**config.mk**
```make
export PLATFORM = sky130hd
export DESIGN_NAME = multicycle_sequencer
export DESIGN_NICKNAME = d
export VERILOG_FILES = /design/src/rtl/multicycle_sequencer.sv
export SDC_FILE = /design/constraint.sdc
export NUM_CORES = 1
export LEC_CHECK = 0
export CAP_MARGIN = 20
export CORE_AREA = 2 2 111 113
export DETAILED_ROUTE_END_ITERATION = 8
export DIE_AREA = 0 0 113 115
export PLACE_DENSITY = 0.54
export SETUP_SLACK_MARGIN = 0.02
export SLEW_MARGIN = 20
export SYNTH_ARGS = -nofsm -noshare
export SYNTH_HDL_FRONTEND = slang
export SYNTH_SLANG_ARGS = --single-unit
```
**constraint.sdc**
```tcl
create_clock -name clk -period 1.9 [get_ports clk]
set_input_delay 0.19 -clock clk [delete_from_list [all_inputs] [get_ports clk]]
set_output_delay 0.19 -clock clk [all_outputs]
set_load 0.02 [all_outputs]
```
**src/rtl/multicycle_sequencer.sv**
```systemverilog
// Multicycle control sequencer: steps each instruction through FETCH/DECODE/EXEC/MEM/WB,
// drives datapath strobes from the current state, and traps on illegal opcodes or stalled memory.
module multicycle_sequencer #(
    parameter int unsigned MEM_TIMEOUT = 15
) (
    input  logic        clk,
    input  logic        reset,
    input  logic        start,
    input  logic        stop,
    output logic        imem_req,
    input  logic        imem_ack,
    input  logic [31:0] instr,
    output logic        dmem_req,
    output logic        dmem_we,
    input  logic        dmem_ack,
    input  logic        branch_taken,
    output logic        ir_load,
    output logic        pc_write,
    output logic [1:0]  pc_sel,
    output logic        reg_write,
    output logic [1:0]  wb_sel,
    output logic        alu_src,
    output logic        busy,
    output logic        illegal,
    output logic        timeout,
    output logic [2:0]  state,
    output logic [31:0] retired
);

    typedef enum logic [2:0] {
        S_IDLE   = 3'd0,
        S_FETCH  = 3'd1,
        S_DECODE = 3'd2,
        S_EXEC   = 3'd3,
        S_MEM    = 3'd4,
        S_WB     = 3'd5,
        S_TRAP   = 3'd6
    } state_t;

    localparam logic [6:0] OP_R     = 7'b0110011;
    localparam logic [6:0] OP_I     = 7'b0010011;
    localparam logic [6:0] OP_LOAD  = 7'b0000011;
    localparam logic [6:0] OP_STORE = 7'b0100011;
    localparam logic [6:0] OP_BR    = 7'b1100011;
    localparam logic [6:0] OP_LUI   = 7'b0110111;
    localparam logic [6:0] OP_AUIPC = 7'b0010111;
    localparam logic [6:0] OP_JAL   = 7'b1101111;
    localparam logic [6:0] OP_JALR  = 7'b1100111;

    // The wait counter holds the number of stalled request cycles already seen,
    // so the last permitted stall is MEM_TIMEOUT-1.
    localparam logic [7:0] WAIT_LAST = 8'(MEM_TIMEOUT - 1);

    state_t      r_state;
    logic [6:0]  r_opcode;
    logic [7:0]  r_wait;
    logic        r_illegal;
    logic        r_timeout;
    logic [31:0] r_retired;

    logic w_is_r, w_is_load, w_is_store, w_is_branch;
    logic w_is_lui, w_is_jal, w_is_jalr, w_is_mem, w_legal;
    logic w_unused;

    assign w_is_r      = (r_opcode == OP_R);
    assign w_is_load   = (r_opcode == OP_LOAD);
    assign w_is_store  = (r_opcode == OP_STORE);
    assign w_is_branch = (r_opcode == OP_BR);
    assign w_is_lui    = (r_opcode == OP_LUI);
    assign w_is_jal    = (r_opcode == OP_JAL);
    assign w_is_jalr   = (r_opcode == OP_JALR);
    assign w_is_mem    = w_is_load | w_is_store;
    assign w_legal     = w_is_r | (r_opcode == OP_I) | w_is_mem | w_is_branch |
                         w_is_lui | (r_opcode == OP_AUIPC) | w_is_jal | w_is_jalr;
    assign w_unused    = ^instr[31:7];

    assign state   = r_state;
    assign illegal = r_illegal;
    assign timeout = r_timeout;
    assign retired = r_retired;
    assign busy    = (r_state != S_IDLE) && (r_state != S_TRAP);

    // Acks reach the strobes only through the state gating below.
    always_comb begin
        imem_req  = 1'b0;
        ir_load   = 1'b0;
        dmem_req  = 1'b0;
        dmem_we   = 1'b0;
        pc_write  = 1'b0;
        pc_sel    = 2'b00;
        reg_write = 1'b0;
        wb_sel    = 2'b00;
        alu_src   = 1'b0;
        case (r_state)
            S_FETCH: begin
                imem_req = 1'b1;
                ir_load  = imem_ack;
            end
            S_EXEC: begin
                alu_src = ~(w_is_r | w_is_branch);
                if (w_is_branch) begin
                    pc_write = 1'b1;
                    pc_sel   = branch_taken ? 2'b01 : 2'b00;
                end
            end
            S_MEM: begin
                dmem_req = 1'b1;
                dmem_we  = w_is_store;
                alu_src  = 1'b1;
                pc_write = w_is_store & dmem_ack;
            end
            S_WB: begin
                reg_write = 1'b1;
                pc_write  = 1'b1;
                if (w_is_load)                  wb_sel = 2'b01;
                else if (w_is_jal || w_is_jalr) wb_sel = 2'b10;
                else if (w_is_lui)              wb_sel = 2'b11;
                if (w_is_jal)       pc_sel = 2'b01;
                else if (w_is_jalr) pc_sel = 2'b10;
            end
            default: ;
        endcase
    end

    always_ff @(posedge clk or posedge reset) begin
        if (reset) begin
            r_state   <= S_IDLE;
            r_opcode  <= 7'd0;
            r_wait    <= 8'd0;
            r_illegal <= 1'b0;
            r_timeout <= 1'b0;
            r_retired <= 32'd0;
        end else begin
            case (r_state)
                S_IDLE: begin
                    if (start) begin
                        r_state <= S_FETCH;
                        r_wait  <= 8'd0;
                    end
                end
                S_FETCH: begin
                    if (imem_ack) begin
                        r_opcode <= instr[6:0];
                        r_state  <= S_DECODE;
                    end else if (r_wait == WAIT_LAST) begin
                        r_state   <= S_TRAP;
                        r_timeout <= 1'b1;
                    end else begin
                        r_wait <= r_wait + 8'd1;
                    end
                end
                S_DECODE: begin
                    if (w_legal) begin
                        r_state <= S_EXEC;
                    end else begin
                        r_state   <= S_TRAP;
                        r_illegal <= 1'b1;
                    end
                end
                S_EXEC: begin
                    if (w_is_mem) begin
                        r_state <= S_MEM;
                        r_wait  <= 8'd0;
                    end else if (!w_is_branch) begin
                        r_state <= S_WB;
                    end
                end
                S_MEM: begin
                    if (dmem_ack) begin
                        if (w_is_load) r_state <= S_WB;
                    end else if (r_wait == WAIT_LAST) begin
                        r_state   <= S_TRAP;
                        r_timeout <= 1'b1;
                    end else begin
                        r_wait <= r_wait + 8'd1;
                    end
                end
                default: ;
            endcase
            // Every retiring state leaves through here; stop only matters on this cycle.
            if (pc_write) begin
                r_retired <= r_retired + 32'd1;
                r_state   <= stop ? S_IDLE : S_FETCH;
                r_wait    <= 8'd0;
            end
        end
    end

endmodule
```
==> flow_summary.ini <==
[layout]
fillers = 1188
layout-area-overhead-vs-synth_pct = 56.77
final_area_sq_mm = 0.004537
ff_latch_area_sq_mm = 0.001305
multi_input_area_sq_mm = 0.001780
layout-drive-gt1-share_pct = 36.00
stdcell_count = 547
diodes = 0
layout.nets = 441

[route]
first_iter_violations = 116
routed.top_layer = met4
met1Wirelength_microns = 3647
drc_errors = 3
dr_wl_met2_microns = 3743
wl_met3_microns = 297
vias = 2522
totalWireLength_microns = 7743
routedWlPerCell_microns = 14.16
postRouteAntennaNets = 0
vias_per_cell = 4.611
firstDrtPassIters = 6

[clock_network]
cts_sinks = 52
hold_buffers = 0
htree_levels = 2
clock_path_buffers = 2
cts_tree = yes
cts-root-buf = clkbuf_16
clkTransAtPathRegs_ns = 0.07
numCtsBuffers = 5
clock_latency_ns = 0.29

[pwr]
p_int_mw = 3.251
p_clk_share_pct = 17.5
p_per_area_mw_per_mm2 = 1176
cellLeakagePower_nw = 1.975
p_total_mw = 5.334
switching_share_pct = 39.05
power_frac_seq_pct = 28.8
p_sw_mw = 2.083
vdd_drop_max_mv = 0.5635
comb_power_share_pct = 53.7

[floorplanning]
die_w_microns = 113
coreArea_sq_mm = 0.01181
io-pin-count = 88
fp-row-count = 40
die_h_microns = 115
initial_utilization_pct = 24.50
dieArea_sq_mm = 0.01300

[critical_path]
rr_endpoint = retired[27]
r2r_setup_slack_ns = -0.08
cp.required_ns = 2.08
reg2reg_depth = 8
path_class = reg2reg
worstSetupEndpointType = register
cp-endpoint = retired[27]
crit_path_start = state[1]
cp-start-kind = register
arrival_ns = 2.16
crit_fanout = 5
r2r_start = state[1]

[global_route]
gr-total-overflow = 0
first_global_vias = 2632
grt_max_degree = 40
antenna_found_initial = 0
grt_usage_pct = 12.22
grt_pass1_wl_microns = 13000

[place]
pre_cts_ws_ns = -0.3312
place_congestion = 0.8159
dp_hpwl_microns = 5669
place_inst = 534
io_buffer_count = 62
dpl_cell_area_sq_mm = 0.004167

[timing]
slew_viol_final = 0
timing.fmax_ghz = 0.5048
clock_skew_ns = 0.01174
hold_viol_final = 0
min_period_ns = 1.981
setup_violations = 25
slew_headroom_pct = 75.29
timing.final.crit_share_pct = 104.3
rsz0062_at_grt = true
worstMarginPinSlew_ns = 0.3707
finalSetupTns_ns = -0.8076
fin_ws_ns = -0.08106

[yosys]
synth_cell_type_count = 61
avgSynthCellArea_sq_um = 10.41
synth-edff-count = 0
netlist_area_sq_mm = 0.002894
syn_inst = 278
synthArstFlopShare_pct = 100.0
ys_seq_area_share_pct = 44.96
synth_nets = 320
yosys_warnings = 0
synth.ff_latch_count = 52
synth_flop_cell = dfrtp_1

[min_path]
hp-class = in2async

[status]
violations = DRC, setup timing
outcome = finished, violations left

[flow_run]
drv_cap = 0
==> placed cells by master (no fill, tap or decap), types with 3 or more instances in the layout <==
| cell type | count |
|---|---|
| clkdlybuf4s50_1 | 50 |
| xor2_1 | 10 |
| inv_1 | 4 |
| and2_1 | 6 |
| dfrtp_2 | 3 |
| clkbuf_16 | 5 |
| o21ai_0 | 10 |
| nand2b_4 | 4 |
| nor2_1 | 17 |
| buf_4 | 55 |
| a21o_1 | 3 |
| xnor2_1 | 16 |
| nand2_1 | 23 |
| nand3_2 | 4 |
| nor2_2 | 4 |
| nand3_4 | 3 |
| dfrtp_1 | 49 |
| and4_1 | 3 |
| nor3_1 | 5 |
| nand4_1 | 6 |
| mux2_2 | 7 |
| a21oi_1 | 6 |
| buf_6 | 9 |
| ha_1 | 3 |
| nand3_1 | 8 |
| xnor2_2 | 6 |
| and3_1 | 10 |
==> synthesized netlist by cell type, drive strengths merged (3+ instances only) <==
cell type  number  area (sq um)
a211oi          3         22.52
a21oi           7         35.03
xnor2          22         207.7
ha              3         37.54
dfrtp          52          1301
nand3          15         87.59
and4            3         26.28
buf             5         26.27
nor3            6         35.03
nand2          24         90.09
nand2b          6         60.06
a21o            4         31.28
xor2           10         87.58
nor2           23         86.33
and2            6         37.54
clkbuf          3         11.26
o21ai          13         72.57
a2111oi         3         63.81
inv             7         26.27
mux2            9         101.4
nand4           8         62.56
or3             3         18.77
and3           10         62.56
==> worst min-delay path by stage <==
stage / from / to / slack, ns / cells past startpoint
4_1_cts: reset / retired[28] / 0.20 / 2
5_1_grt: reset / retired[28] / 0.23 / 2
3_5_place_dp: retired[31] / retired[31] / 0.47 / 1
6_report: reset / retired[28] / 0.18 / 2
3_3_place_gp: timeout / timeout / 0.46 / 1
2_1_floorplan: instr[0] / r_opcode[0] / 0.34 / 1
==> power by group through the flow <==
| stage | Clock (mW) | Sequential, mW | Combinational, mW |
|---|---|---|---|
| floorplan | 0 | 1.63 | 1.42 |
| global placement | 0 | 1.54 | 2.72 |
| CTS | 0.964 | 1.53 | 2.80 |
| detailed placement | 0 | 1.54 | 2.74 |
| finish | 0.935 | 1.53 | 2.86 |
| global route | 1.01 | 1.56 | 3.10 |
==> layer usage <==
metal,vias to the layer above,global-route usage (%)
li1,1241,-
met4,0,2.764
met5,-,0
met2,45,20.08
met1,1232,16.73
met3,4,2.478
==> sequential cells by signal (all words and copies together) (netlist names) <==
register and count:
retired 32, r_wait 8, r_opcode 7, state 3, illegal 1, timeout 1
==> kinds of logic (layout without fill, tap and decap cells) <==
logic type,Yosys count,after routing,share of synthesized area [%]
XOR/XNOR,32,32,10.20
AO/OA/AOI/OAI,49,49,13.62
flip-flops,52,52,44.96
AND/OR/NAND/NOR,117,117,23.87
adder cells (fa/ha/maj),3,3,1.297
multiplexers,10,10,3.848
buffers and inverters,15,137,2.205
==> through the flow <==
| stage | hold slack (ns) | utilization [%] |
|---|---|---|
| 2_1_floorplan | 0.3417 | - |
| 3_3_place_gp | 0.4605 | 35.28 |
| 3_5_place_dp | 0.4682 | 35.28 |
| 4_1_cts | 0.2042 | 37.04 |
| 5_1_grt | 0.2259 | 38.41 |
| 6_report | 0.1847 | 38.41 |
==> layout make-up <==
cell class / instances / area share, %
Multi-Input combinational cell: 211 / 39.24
Sequential cell: 52 / 28.76
Inverter: 7 / 0.6895
Clock buffer: 5 / 2.758
Tap cell: 147 / 4.054
Clock inverter: 3 / 0.4964
Timing Repair Buffer: 122 / 23.99
==> critical path, cell delays in order, from the launching register on <==
cell and delay, ns:
dfrtp_2 0.40, and2b_1 0.23, buf_6 0.12, o2bb2a_4 0.16, buf_6 0.12, a2111oi_4 0.29
nand4_2 0.23, nand2b_4 0.20, xnor2_2 0.12
==> timing repair <==
item                                    in CTS  in global routing
gates cloned                                 1                  0
endpoints found under the setup margin      45                 43
gates resized for setup                     57                 35
pin swaps                                    6                 12
setup buffers                                1                  3
Power figures use the tool's default switching activity.
